[src/rtl/fetch_ctrl.sv]
// fetch_ctrl: next-PC and pipeline-hold scheduler for the instruction-fetch front end.
// It picks the address the PC loads each cycle, the per-stage hold vector and the
// IF/ID bubble. It also parks a redirect that arrives while a fetch is outstanding,
// and flags an instruction memory that stays silent for too long.
// Optional feature macro: DELAY_SLOT_EN (when defined, a redirect taken in RUN keeps
// the instruction already fetched after the branch instead of flushing it).
module fetch_ctrl #(
  parameter logic [31:0] RESET_VECTOR   = 32'h0000_0000,
  parameter logic [7:0]  TIMEOUT_CYCLES = 8'd255
) (
  input  logic        clk,
  input  logic        rst,
  input  logic [31:0] pc_i,
  input  logic        stallreq_id_i,
  input  logic        stallreq_ex_i,
  input  logic        stallreq_mem_i,
  input  logic        branch_flag_i,
  input  logic [31:0] branch_target_i,
  input  logic        imem_ready_i,
  output logic [31:0] next_addr_o,
  output logic [4:0]  stall_o,
  output logic        flush_ifid_o,
  output logic        imem_req_o,
  output logic        misalign_o,
  output logic        imem_timeout_o
);

  typedef enum logic [1:0] {
    ST_RESET    = 2'd0,
    ST_RUN      = 2'd1,
    ST_MEM_WAIT = 2'd2
  } state_t;

`ifdef DELAY_SLOT_EN
  localparam logic FLUSH_ON_BRANCH = 1'b0;
`else
  localparam logic FLUSH_ON_BRANCH = 1'b1;
`endif

  state_t      r_state;
  state_t      w_next_state;
  logic        r_pend_valid;
  logic [31:0] r_pend_target;
  logic [7:0]  r_wait_cnt;
  logic        r_misalign;
  logic        r_timeout;

  logic [4:0]  w_stall_vec;
  logic        w_any_stall;
  logic        w_capture;
  logic        w_clear_pend;
  logic        w_enter_wait;
  logic        w_accept;
  logic [31:0] w_accept_target;

  // Stage stall requests mapped to a hold vector, deepest requesting stage wins.
  always_comb begin
    w_stall_vec = 5'b00000;
    w_any_stall = 1'b1;
    if (stallreq_mem_i) begin
      w_stall_vec = 5'b01111;
    end else if (stallreq_ex_i) begin
      w_stall_vec = 5'b00111;
    end else if (stallreq_id_i) begin
      w_stall_vec = 5'b00011;
    end else begin
      w_stall_vec = 5'b00000;
      w_any_stall = 1'b0;
    end
  end

  // Next-state decode plus all combinational front-end controls.
  always_comb begin
    w_next_state    = r_state;
    next_addr_o     = pc_i;
    stall_o         = 5'b00000;
    flush_ifid_o    = 1'b0;
    imem_req_o      = 1'b0;
    w_capture       = 1'b0;
    w_clear_pend    = 1'b0;
    w_enter_wait    = 1'b0;
    w_accept        = 1'b0;
    w_accept_target = branch_target_i;
    case (r_state)
      ST_RESET: begin
        next_addr_o  = RESET_VECTOR;
        flush_ifid_o = 1'b1;
        w_next_state = ST_RUN;
      end
      ST_RUN: begin
        imem_req_o = 1'b1;
        if (w_any_stall) begin
          stall_o = w_stall_vec;
        end else if (!imem_ready_i) begin
          // Fetch not back yet: hold PC, bubble IF/ID, park any redirect.
          stall_o      = 5'b00001;
          flush_ifid_o = 1'b1;
          w_next_state = ST_MEM_WAIT;
          w_enter_wait = 1'b1;
          w_capture    = branch_flag_i;
        end else if (branch_flag_i) begin
          next_addr_o  = {branch_target_i[31:2], 2'b00};
          flush_ifid_o = FLUSH_ON_BRANCH;
          w_accept     = 1'b1;
        end else begin
          next_addr_o = pc_i + 32'd4;
        end
      end
      ST_MEM_WAIT: begin
        imem_req_o = 1'b1;
        if (w_any_stall) begin
          stall_o      = w_stall_vec | 5'b00001;
          flush_ifid_o = 1'b1;
        end else if (!imem_ready_i) begin
          stall_o      = 5'b00001;
          flush_ifid_o = 1'b1;
          w_capture    = branch_flag_i & ~r_pend_valid;
        end else if (r_pend_valid) begin
          // The parked redirect lands; the slot behind it is already a bubble.
          next_addr_o     = {r_pend_target[31:2], 2'b00};
          flush_ifid_o    = 1'b1;
          w_clear_pend    = 1'b1;
          w_accept        = 1'b1;
          w_accept_target = r_pend_target;
          w_next_state    = ST_RUN;
        end else if (branch_flag_i) begin
          next_addr_o  = {branch_target_i[31:2], 2'b00};
          flush_ifid_o = FLUSH_ON_BRANCH;
          w_accept     = 1'b1;
          w_next_state = ST_RUN;
        end else begin
          next_addr_o  = pc_i + 32'd4;
          w_next_state = ST_RUN;
        end
      end
      default: begin
        next_addr_o  = RESET_VECTOR;
        flush_ifid_o = 1'b1;
        w_next_state = ST_RESET;
      end
    endcase
  end

  // FSM state register.
  always_ff @(posedge clk) begin
    if (rst) begin
      r_state <= ST_RESET;
    end else begin
      r_state <= w_next_state;
    end
  end

  // Pending redirect captured during a fetch wait; the first target wins.
  always_ff @(posedge clk) begin
    if (rst || (r_state == ST_RESET)) begin
      r_pend_valid  <= 1'b0;
      r_pend_target <= 32'h0000_0000;
    end else if (w_capture) begin
      r_pend_valid  <= 1'b1;
      r_pend_target <= branch_target_i;
    end else if (w_clear_pend) begin
      r_pend_valid  <= 1'b0;
    end
  end

  // Wait counter with a single timeout pulse, then saturation.
  always_ff @(posedge clk) begin
    if (rst || (r_state == ST_RESET) || w_enter_wait) begin
      r_wait_cnt <= 8'd0;
      r_timeout  <= 1'b0;
    end else if ((r_state == ST_MEM_WAIT) && (r_wait_cnt != TIMEOUT_CYCLES)) begin
      r_wait_cnt <= r_wait_cnt + 8'd1;
      r_timeout  <= ((r_wait_cnt + 8'd1) == TIMEOUT_CYCLES);
    end else begin
      r_timeout  <= 1'b0;
    end
  end

  // One-cycle flag when an accepted redirect target was not word aligned.
  always_ff @(posedge clk) begin
    if (rst) begin
      r_misalign <= 1'b0;
    end else begin
      r_misalign <= w_accept & (w_accept_target[1:0] != 2'b00);
    end
  end

  assign misalign_o     = r_misalign;
  assign imem_timeout_o = r_timeout;

endmodule

[config.mk]
export PLATFORM = sky130hd
export DESIGN_NAME = fetch_ctrl
export DESIGN_NICKNAME = d
export VERILOG_FILES = /design/src/rtl/fetch_ctrl.sv
export SDC_FILE = /design/constraint.sdc
export NUM_CORES = 1
export LEC_CHECK = 0
export ABC_AREA = 1
export CORE_UTILIZATION = 55
export CTS_BUF_LIST = sky130_fd_sc_hd__clkbuf_4
export CTS_CLUSTER_DIAMETER = 60
export DETAILED_ROUTE_END_ITERATION = 12
export PLACE_DENSITY_LB_ADDON = 0.3
export SYNTH_ARGS = -nofsm -noshare
export SYNTH_HDL_FRONTEND = slang
export SYNTH_SLANG_ARGS = --single-unit
[constraint.sdc]
create_clock -name clk -period 4.79 [get_ports clk]
set_clock_uncertainty 0.05 [all_clocks]
set_input_delay 0.958 -clock clk [delete_from_list [all_inputs] [get_ports clk]]
set_output_delay 0.958 -clock clk [all_outputs]
set_load 0.02 [all_outputs]
==> impl_results.md, run 1 <==
- Worst r2r path cells: 11
- Util after Layout: 72.20%
- Die ar.: 8326 um2
- Worst Path Class, Setup: input port to output pin
- Avg Vias per Cell: 5.678
- Sw Ratio: 38.88%
- CTS Root Cell: clkbuf_4
- Total setup buffers inserted after CTS: 0
- Average wire per standard cell: 14.74 um
- Post-Synthesis Cells: 802
- Die H: 91.25 um
- Layout Nets: 969
- Place WS: 174.4 ps
- P_int: 593.6 uW
- Antenna-violating nets left: 0
- Worst endpoint required time: 3780 ps
- Vias in the first global route: 5,112
- TritonRoute pass-1 iters: 5
- Hold_buf cts: 0
- Crit path DAT: 3660 ps
- RSZ-0062 raised after global routing: false
- GRT Residual Overflow: 0
- Die W: 91.25 um
- Initial DRC count: 466
- Initial Util: 56.69%
- Drt total wl: 14,660 um
- Min Tclk post-route: 4666 ps
- Residual DRC: 0
- Worst Path Max Fanout: 4
- Post-cts resize count: 0
- Vias: 5,644
- Maximum clock frequency: 214.3 MHz
- Min-delay worst type: register to register
- Count of unique library cells instantiated by Yosys: 47
- H-tree Lvls: 2
- Post-DP HPWL: 10,790 um
- CP endpoint kind: output pin
- Seq/Total Area, Yosys: 20.57%
- Hold Violations, Final: 0
- Global-route wire length before repair: 23,390 um
- Layout cells sized above 1: 6.054%
- Largest net degree at the start of global routing: 38
- Worst r2r dst: r_pend_target[10]
- Post-synth top flop: dfxtp_1
- Cells after DPL: 986
- Setup tns final: 0 ps
- Slew margin rel.: 36.71%
- Core region area: 7727 um2
- Period utilization: 97.42%
- Startpoint types: input port
- Crit path launch: pc_i[2]
- CTS Buf Count: 5
- VDD IR max: 168.3 uV
- Worst-margin pin slew: 948.3 ps
- Clock network latency to the later pin of the worst-skew pair: 390 ps
- Hold Crit Endpoint: r_pend_target[29]
- PD cells: 174.1 nW/um2
- Pleak: 0.002355 uW
- Worst hold stages: 2
- EDFF count, synth: 0
- Part of the power in registers: 39.0%
- Average cell area after synthesis: 5.462 um2
- Area grow syn2layout: 27.36%
- Max Buffers Root-to-Sink: 2
- Total GRT Usage: 34.53%
- GP Congestion: 0.9650
- Inserted Diodes: 0
- HP Start: r_pend_target[29]
- Status: complete, no violations
- Syn Nets: 880
- I/O pin total: 112
- Initial antenna violation count: 0
- Layout fillers: 708
- Number of max-cap violations: 0
- TritonCTS clock tree: built
- Row cnt: 32
- CTS sink cnt: 45
- NetSw: 377.6 uW
- Post-synthesis register bit count: 45
- Slew Viols, Final: 0
- FFs w/ async S/R, synth: 0%
- Port bufs: 110
- R2r setup slk: 1850 ps
- Syn. warnings: 0
- Finish-stage setup viols: 0
- Most frequent cells in the layout: 248 x nand2_1, 170 x nor2_1, 110 x clkdlybuf4s50_1
- Final WS setup: 123.5 ps
- Most common cell after layout, fill and taps aside: nand2_1
- Startpoint of the worst-slack reg-to-reg timing path: r_state[0]
- Mapped Area: 4380 um2
- Clk slew on worst S/H paths: 150 ps
- Finished Layout Cells: 994
- Clock power share: 23.4%
- Worst Hold Slack: 450.7 ps
- Power share of the combinational group: 37.6%
metrics by stage:
stage	power, uW	cell area [um2]
finish	971.1	5579
global route	1012	5579
global placement	734.7	5513
detailed placement	743.5	5513
CTS	961.1	5579
floorplan	582.5	4380
routing by layer:
| metal | up-vias | part of all wire, % | GRT usage (%) |
|---|---|---|---|
| li1 | 2759 | - | - |
| met1 | 2546 | 41 | 43.96 |
| met2 | 294 | 47 | 58.52 |
| met3 | 45 | 8.4 | 4.439 |
| met4 | 0 | 2.8 | 14.55 |
| met5 | - | 0 | 0 |
Yosys cell counts, types with 3 or more instances:
cell type / instances / area (um2)
o211ai_1: 6 / 45.04
o21ai_1: 18 / 90.09
inv_2: 6 / 22.52
nand3b_1: 5 / 37.54
buf_1: 3 / 11.26
clkbuf_1: 17 / 63.81
o221ai_1: 4 / 35.03
xor2_1: 4 / 35.03
or2_1: 4 / 25.02
nor2_4: 3 / 33.78
nor2_1: 170 / 638.1
nand2_2: 5 / 31.28
nor3_1: 7 / 35.03
a31oi_1: 4 / 25.02
inv_1: 50 / 187.7
dfxtp_1: 45 / 900.9
nor2_2: 4 / 25.02
buf_6: 3 / 33.78
nand3_1: 39 / 195.2
a21oi_2: 4 / 35.03
nor4_1: 3 / 18.77
o21ai_0: 51 / 255.2
or2_2: 6 / 37.54
nand4_1: 4 / 25.02
ha_1: 7 / 87.58
a21oi_1: 40 / 200.2
buf_2: 14 / 70.07
o21bai_1: 3 / 22.52
nand2_1: 249 / 934.7
power groups by stage:
stage / Combinational [uW] / Sequential (uW) / Clock, uW
floorplan: 196 / 386 / 0
global placement: 348 / 386 / 0
detailed placement: 357 / 387 / 0
CTS: 359 / 379 / 223
global route: 394 / 379 / 238
finish: 365 / 379 / 227
layout make-up:
cell class	instances	area (um2)	area share [%]
multi-input cells	661	3078	55.17
repair buffers	120	1189	21.31
inverters	58	217.7	3.902
clock inverters	3	28.78	0.5158
flip-flops and latches	45	900.9	16.15
well taps	102	127.6	2.288
clock buffers	5	37.54	0.6728
critical path, stage by stage:
cell and delay (ps):
clkdlybuf4s50_1 550, ha_1 250, inv_1 140, nor3_1 440, nand2_1 110, nand2_1 70
nand2_1 40, nand2_1 50, nand2_1 70, nand2_1 60, nand2_1 60, nand2_1 60
nand2_1 60, a21oi_2 120, clkdlybuf4s50_1 620
registers in the layout, indices dropped and copies added, names as in the netlist:
register        cells
imem_timeout_o      1
misalign_o          1
r_pend_target      32
r_pend_valid        1
r_state             2
r_wait_cnt          8
how the worst max path moves through the flow:
stage                 endpoint  slack (ps)  cells after the start
3_5_place_dp   next_addr_o[24]         170                     15
5_1_grt        next_addr_o[24]         0.8                     15
3_3_place_gp   next_addr_o[12]         250                     14
4_1_cts        next_addr_o[24]         170                     15
2_1_floorplan  next_addr_o[22]        1440                     11
6_report       next_addr_o[24]         120                     15
kinds of logic (layout without fill, tap and decap cells):
family / after synthesis / in the layout / synth area share [%]
adder cells (fa/ha/maj): 7 / 7 / 1.999
buffers and inverters: 96 / 186 / 9.226
flip-flops: 45 / 45 / 20.57
other: 1 / 1 / 0.08561
XOR/XNOR: 5 / 5 / 0.9997
AND/OR/NAND/NOR: 507 / 507 / 48.90
AO/OA/AOI/OAI: 141 / 141 / 18.22
Power figures use the tool's default switching activity.
==> run 2, diff against run 1 <==
--- a/config.mk
+++ b/config.mk
@@ -9,8 +9,11 @@
 export CORE_UTILIZATION = 55
 export CTS_BUF_LIST = sky130_fd_sc_hd__clkbuf_4
 export CTS_CLUSTER_DIAMETER = 60
+export CTS_CLUSTER_SIZE = 14
 export DETAILED_ROUTE_END_ITERATION = 12
+export DONT_BUFFER_PORTS = 1
 export PLACE_DENSITY_LB_ADDON = 0.3
+export SLEW_MARGIN = 30
 export SYNTH_ARGS = -nofsm -noshare
 export SYNTH_HDL_FRONTEND = slang
 export SYNTH_SLANG_ARGS = --single-unit
==> impl_results.md, run 2 (synthesis results as in run 1) <==
- Hold Violations, Final: 0
- Initial Util: 56.69%
- Slew margin rel.: 45.99%
- Vias in the first global route: 4,488
- Layout fillers: 807
- Number of max-cap violations: 0
- CTS Buf Count: 5
- Drt total wl: 13,280 um
- Min-delay worst type: register to register
- Top Metal Used: met4
- Clk slew on worst S/H paths: 160 ps
- RSZ-0062 raised after global routing: false
- CTS sink cnt: 45
- Global-route wire length before repair: 21,300 um
- Finish-stage setup viols: 0
- Min Tclk post-route: 3855 ps
- Regs by FF count: r_pend_target: 32 flops, r_wait_cnt: 8 flops, r_state: 2 flops
- Area grow syn2layout: 1.828%
- I/O pin total: 112
- Layout cells sized above 1: 6.914%
- Die ar.: 8326 um2
- Antenna-violating nets left: 0
- Worst Hold Slack: 445.7 ps
- Initial DRC count: 386
- Avg Vias per Cell: 5.749
- GRT Residual Overflow: 0
- Worst Path Max Fanout: 12
- Row cnt: 32
- Max Buffers Root-to-Sink: 2
- PD cells: 187.3 nW/um2
- Core region area: 7727 um2
- Vias: 5,076
- Worst-margin pin slew: 810.2 ps
- Post-DP HPWL: 9817 um
- TritonRoute pass-1 iters: 5
- Largest net degree at the start of global routing: 38
- Cells after DPL: 875
- Startpoint types: register
- CTS Root Cell: clkbuf_4
- Finished Layout Cells: 883
- Largest Register: r_pend_target
- Most common cell after layout, fill and taps aside: nand2_1
- CP endpoint kind: output pin
- Average wire per standard cell: 15.04 um
- Slew Viols, Final: 0
- Post-cts resize count: 0
- GP Congestion: 0.9481
- Hold_buf cts: 0
- Layout Nets: 858
- Clock network latency to the later pin of the worst-skew pair: 380 ps
- Total GRT Usage: 31.30%
- VDD IR max: 110.7 uV
- Met2 wire len: 6329 um
- Inserted Diodes: 0
- Initial antenna violation count: 0
- Worst Path Class, Setup: register to output pin
- Most frequent cells in the layout: 248 x nand2_1, 169 x nor2_1, 51 x o21ai_0
- Met3 Wirelength: 1187 um
- Port bufs: 0
- Period utilization: 80.47%
- Residual DRC: 0
- Pleak: 0.001934 uW
- Worst endpoint required time: 3780 ps
- Maximum clock frequency: 259.4 MHz
- Die W: 91.25 um
- Die H: 91.25 um
- Total setup buffers inserted after CTS: 0
- H-tree Lvls: 2
- Setup tns final: 0 ps
- Status: complete, no violations
- TritonCTS clock tree: built
- M1 WL: 5535 um
- Crit path DAT: 2850 ps
- Max reg flops: 32
[run 2: cell count changes in the layout (fill, tap and decap cells not counted)]
| cell | change |
|---|---|
| nor2_2 | +1 |
| nor2_1 | -1 |
| clkdlybuf4s50_1 | -110 |
| buf_12 | -1 |
[run 2: per-stage QoR]
stage,utilization (%),total power [uW],instance area [um2],setup WS (ps)
2_1_floorplan,-,582.5,4380,1438
3_3_place_gp,56.87,616.3,4394,1057
3_5_place_dp,56.87,621.2,4394,988.1
4_1_cts,57.72,835.8,4461,971.4
5_1_grt,57.72,877.7,4461,708.5
6_report,57.72,835.6,4461,935.3
[run 2: final cells by class]
type / count / area (um2) / share of cell area (%)
clock inverters: 3 / 28.78 / 0.6452
repair buffers: 9 / 67.56 / 1.515
inverters: 58 / 217.7 / 4.881
flip-flops and latches: 45 / 900.9 / 20.20
multi-input cells: 661 / 3080 / 69.06
clock buffers: 5 / 37.54 / 0.8415
well taps: 102 / 127.6 / 2.861
[run 2: worst paths after layout]
check,startpoint,slack (ps),depth (start not counted),to
setup / recovery,r_state[1],940,6,next_addr_o[10]
hold / removal,r_wait_cnt[6],450,2,r_wait_cnt[6]
setup reg to reg,r_state[1],1840,10,r_pend_target[11]
hold reg to reg,r_wait_cnt[6],450,2,r_wait_cnt[6]
[run 2: power breakdown]
part           internal, uW  switching (uW)  leakage [uW]  total (uW)
clock network          65.2             155     0.0000381         220
registers               377            1.99      0.000363         379
logic                  70.4             166       0.00153         237
[run 2: worst max-delay path: stages (launching register included)]
cell and delay, ps:
dfxtp_1 430, inv_1 80, ha_1 480, inv_1 100, nor2_1 620, nand2_1 170, o21ai_0 580
[run 2: metal layers]
| layer | track usage [%] | up-vias |
|---|---|---|
| met5 | 0 | - |
| met4 | 10.71 | 0 |
| met3 | 7.286 | 22 |
| met2 | 53.60 | 240 |
| met1 | 38.33 | 2282 |
| li1 | - | 2532 |
==> run 3, diff against run 2 <==
==> constraint.sdc (replaced) <==
create_clock -name clk -period 3.4 [get_ports clk]
set_clock_uncertainty 0.05 [all_clocks]
set_input_delay 0.68 -clock clk [delete_from_list [all_inputs] [get_ports clk]]
set_output_delay 0.68 -clock clk [all_outputs]
set_load 0.02 [all_outputs]
==> impl_results.md, run 3 (synthesis results as in run 1) <==
- Status: complete, no violations
- Startpoint types: register
- Slew margin rel.: 49.24%
- Inserted Diodes: 0
- Hold Violations, Final: 0
- Die H: 91.25 um
- RSZ-0062 raised after global routing: false
- Regs by FF count: r_pend_target: 32 flops, r_wait_cnt: 8 flops, r_state: 2 flops
- Largest Register: r_pend_target
- Max reg flops: 32
- Min-delay worst type: input port to register
- Crit path DAT: 2460 ps
- Initial Util: 56.69%
- I/O pin total: 112
- Global-route wire length before repair: 22,420 um
- Vias: 5,203
- H-tree Lvls: 2
- Antenna-violating nets left: 0
- Worst Path Class, Setup: register to output pin
- Place WS: 404.3 ps
- Number of max-cap violations: 0
- Post-DP HPWL: 10,010 um
- Clock network latency to the later pin of the worst-skew pair: 390 ps
- Residual DRC: 0
- TritonRoute pass-1 iters: 5
- Worst-margin pin slew: 761.3 ps
- Die W: 91.25 um
- Worst Path Max Fanout: 9
- Most common cell after layout, fill and taps aside: nand2_1
- Finish-stage setup viols: 0
- Drt total wl: 13,610 um
- CTS sink cnt: 45
- Max Buffers Root-to-Sink: 2
- CTS Buf Count: 5
- Layout cells sized above 1: 10.02%
- CP endpoint kind: output pin
- Port bufs: 0
- TritonCTS clock tree: built
- Worst endpoint required time: 2670 ps
- Total GRT Usage: 33.16%
- GRT Residual Overflow: 0
- Post-cts resize count: 0
- Hold_buf cts: 0
- Most frequent cells in the layout: 248 x nand2_1, 169 x nor2_1, 51 x o21ai_0
- Period utilization: 93.81%
- Average wire per standard cell: 14.95 um
- Initial DRC count: 338
- Final WS setup: 210.3 ps
- Layout Nets: 885
- GP Congestion: 0.9649
- Setup tns final: 0 ps
- Row cnt: 32
- Worst Hold Slack: 276.9 ps
- Die ar.: 8326 um2
- VDD IR max: 225.9 uV
- Clk slew on worst S/H paths: 160 ps
- Vias in the first global route: 4,814
- Util after Layout: 60.67%
- PD cells: 258.8 nW/um2
- Pleak: 0.002090 uW
- Area grow syn2layout: 7.027%
- Largest net degree at the start of global routing: 62
- Total setup buffers inserted after CTS: 0
- Initial antenna violation count: 0
- Min Tclk post-route: 3190 ps
- Slew Viols, Final: 0
- Maximum clock frequency: 313.5 MHz
- CTS Root Cell: clkbuf_4
- Avg Vias per Cell: 5.718
- Core region area: 7727 um2
-- run 3: final cells by class --
cell class / count / area, um2
repair buffers: 36 / 295.3
inverters: 58 / 217.7
well taps: 102 / 127.6
multi-input cells: 661 / 3080
flip-flops and latches: 45 / 900.9
fillers: 774 / 3039
clock inverters: 3 / 28.78
clock buffers: 5 / 37.54
-- run 3: where the power goes --
group	total [uW]	switching (uW)	internal [uW]
Sequential	534	2.96	531
Clock	316	224	91.8
Combinational	364	243	121
Total	1210	470	743
-- run 3: critical path, cell delays in order (launching register included) --
cell and delay [ps]:
dfxtp_1 370, inv_1 90, ha_1 450, nor2_1 140, inv_1 220, nor2_1 80, inv_1 170, o21ai_1 90
a311oi_1 260, buf_4 190
-- run 3: per-stage QoR --
stage / cells / power (uW) / instance area, um2
floorplan: 802 / 820.6 / 4380
global placement: 902 / 895.2 / 4622
detailed placement: 902 / 903.0 / 4622
CTS: 910 / 1211 / 4688
global route: 910 / 1283 / 4688
finish: 910 / 1214 / 4688
-- run 3: metal layers --
layer / vias up / share of wire (%) / GRT usage [%]
met2: 245 / 47 / 55.30
met5: - / 0 / 0
met1: 2340 / 42 / 41.48
met3: 32 / 9.4 / 7.119
met4: 0 / 2.5 / 13.23
li1: 2586 / - / -
-- run 3: path summary, 6_finish.rpt --
kind | startpoint | endpoint | slack [ps] | cells after the start
max reg2reg | r_state[0] | r_pend_target[28] | 860 | 11
min | rst | r_state[0] | 280 | 1
min reg2reg | r_pend_target[29] | r_pend_target[29] | 450 | 2
max | r_state[1] | next_addr_o[11] | 210 | 9
==> variant, RTL diff (settings of run 2) <==
Register the input `branch_target_i` before use, without a reset. The logic sees it one clock later. The other inputs are not delayed to match.
--- a/src/rtl/fetch_ctrl.sv
+++ b/src/rtl/fetch_ctrl.sv
@@ -30,6 +30,12 @@
     ST_RUN      = 2'd1,
     ST_MEM_WAIT = 2'd2
   } state_t;
+
+  logic [31:0] branch_target_q;
+
+  always_ff @(posedge clk) begin
+    branch_target_q <= branch_target_i;
+  end
 
 `ifdef DELAY_SLOT_EN
   localparam logic FLUSH_ON_BRANCH = 1'b0;
@@ -80,7 +86,7 @@
     w_clear_pend    = 1'b0;
     w_enter_wait    = 1'b0;
     w_accept        = 1'b0;
-    w_accept_target = branch_target_i;
+    w_accept_target = branch_target_q;
     case (r_state)
       ST_RESET: begin
         next_addr_o  = RESET_VECTOR;
@@ -99,7 +105,7 @@
           w_enter_wait = 1'b1;
           w_capture    = branch_flag_i;
         end else if (branch_flag_i) begin
-          next_addr_o  = {branch_target_i[31:2], 2'b00};
+          next_addr_o  = {branch_target_q[31:2], 2'b00};
           flush_ifid_o = FLUSH_ON_BRANCH;
           w_accept     = 1'b1;
         end else begin
@@ -124,7 +130,7 @@
           w_accept_target = r_pend_target;
           w_next_state    = ST_RUN;
         end else if (branch_flag_i) begin
-          next_addr_o  = {branch_target_i[31:2], 2'b00};
+          next_addr_o  = {branch_target_q[31:2], 2'b00};
           flush_ifid_o = FLUSH_ON_BRANCH;
           w_accept     = 1'b1;
           w_next_state = ST_RUN;
@@ -157,7 +163,7 @@
       r_pend_target <= 32'h0000_0000;
     end else if (w_capture) begin
       r_pend_valid  <= 1'b1;
-      r_pend_target <= branch_target_i;
+      r_pend_target <= branch_target_q;
     end else if (w_clear_pend) begin
       r_pend_valid  <= 1'b0;
     end
Function: changed (a bounded check fails within 4 cycles, from zero or initial values and one cycle with rst high).
==> variant against run 2 <==
- final area is 14% higher
- sequential cell count grew 32
- count of clock-buffer cells in the layout rose by 4
- critical path depth is the same
- total power grew 56%
- combinational power decreased by 2%
- clock power rose by 85%
- die area grew 12%
- worst setup slack got worse by 360 ps
- synthesized area increased by 12%
- critical path type unchanged
- routed wire length up 3.5%
==> variant: results (changes against run 2) <==
| Metric | Value |
|---|---|
| Status | finished, final reports clean (unchanged) |
| Maximum fanout along the worst path | 21 (was 12) |
| Sequential area share after synthesis | 31.3% (was 20.6%) |
| Syn nets | 897 (was 880) |
| Layout Cells excl Fill | 913 (was 883) |
| Placed wire-length estimate | 9.79 mm (was 9.82 mm) |
| Share of layout cells above drive strength 1 | 7.70% (was 6.91%) |
| Arrival @ worst endpoint | 3200 ps (was 2850 ps) |
| Wirelength, routed | 13.7 mm (was 13.3 mm) |
| Clock latency on the worst-skew pair | 450 ps (was 380 ps) |
| Top post-synthesis cells by area | dfxtp_1, nand2_1, nor2_1 (was nand2_1, dfxtp_1, nor2_1) |
| Setup slack, reg-to-reg | 1160 ps (was 1840 ps) |
| Worst path max stage delay | 610 ps |
| Crit-path slowest cell | o21ai_0 (was nor2_1) |
| CP Launch Type | flip-flop (unchanged) |
| Nets | 878 (was 858) |
| Syn Inst Count | 819 (was 802) |
| Overall Global Routing Usage | 30.8% (was 31.3%) |
| Fillcell total | 875 (was 807) |
| Critical R2R Capture | r_pend_target[16]$_SDFFE_PP0P_ (was r_pend_target[11]$_SDFFE_PP0P_) |
| First-pass GRT wire length | 22.2 mm (was 21.3 mm) |
| R2R Path Start | r_state[0]$_SDFFE_PP0P_ (was r_state[1]$_SDFFE_PP0P_) |
| Slew @ Worst Pin | 835 ps (was 810 ps) |
| Netlist cell types | 45 (was 47) |
| Leak pwr | 2.14 nW (was 1.93 nW) |
| Vias in the first global route | 4,744 (was 4,488) |
| Via count | 5,198 (was 5,076) |
| CTS clk-pin slew, worst paths | 130 ps (was 160 ps) |
| Pin count of the biggest net entering global routing | 61 (was 38) |
| Cts bufs inserted | 9 (was 5) |
| H-tree level count | 3 (was 2) |
| Post-synth top cells | nand2_1, nor2_1, dfxtp_1, o21ai_0, inv_1 (was nand2_1, nor2_1, o21ai_0, inv_1, dfxtp_1) |
| Placed Area | 4950 um^2 (was 4390 um^2) |
| R2R depth | 11 (was 10) |
| Peak supply drop | 0.151 mV (was 0.111 mV) |
-- variant: changes by cell type after synthesis, moves of 5 or more --
cell      delta
clkbuf_1     +6
dfxtp_1     +32
nand2_1      -5
nand3_1      -6
nor2_1       -7
or2_2        +5
-- variant: worst max-delay path by stage --
stage	endpoint	slack, ps	depth (start not counted)
after detailed placement	next_addr_o[19]	1060	7
after CTS	next_addr_o[10]	570	6
after floorplan	next_addr_o[22]	1450	11
after global placement	next_addr_o[10]	1110	6
after global routing	next_addr_o[11]	380	7
final	next_addr_o[10]	580	6
-- variant: through the flow --
stage	hold WS, ps	setup WS, ps
finish	446	579
CTS	436	567
detailed placement	425	1060
floorplan	399	1450
global placement	413	1110
global route	435	376
-- variant: worst min-delay path: stages (launching register included) --
cell     delay [ps]
dfxtp_1         340
nand2_1          70
a21oi_1          50
-- variant: final cells by class --
type / instances / area [um^2] / area share [%]
inverter: 52 / 195 / 3.83
clock inverter: 7 / 72.6 / 1.42
clock buffer: 9 / 67.6 / 1.33
tap: 108 / 135 / 2.65
timing repair buffer: 8 / 60.1 / 1.18
multi-input combinational: 652 / 3020 / 59.3
sequential: 77 / 1540 / 30.3
-- variant: logic make-up after synthesis --
| logic type | count (synthesis) | share of synthesized area [%] |
|---|---|---|
| adder cells (fa/ha/maj) | 7 | 1.78 |
| XOR/XNOR | 6 | 1.07 |
| flip-flops | 77 | 31.3 |
| AND/OR/NAND/NOR | 493 | 42.0 |
| AO/OA/AOI/OAI | 145 | 16.5 |
| other | 1 | 0.0762 |
| buffers and inverters | 90 | 7.27 |
-- variant: power breakdown --
group          internal (mW)  switching (mW)  leakage [nW]
clock network          0.161           0.247        0.0743
logic                 0.0680           0.165          1.43
registers              0.657         0.00935         0.633
-- variant: routing by layer --
metal,global-route usage (%),vias up,share of wire (%)
li1,-,2616,-
met5,0,-,0
met4,13.6,0,2.1
met1,38.4,2341,43
met2,50.5,212,47
met3,7.20,29,8.3
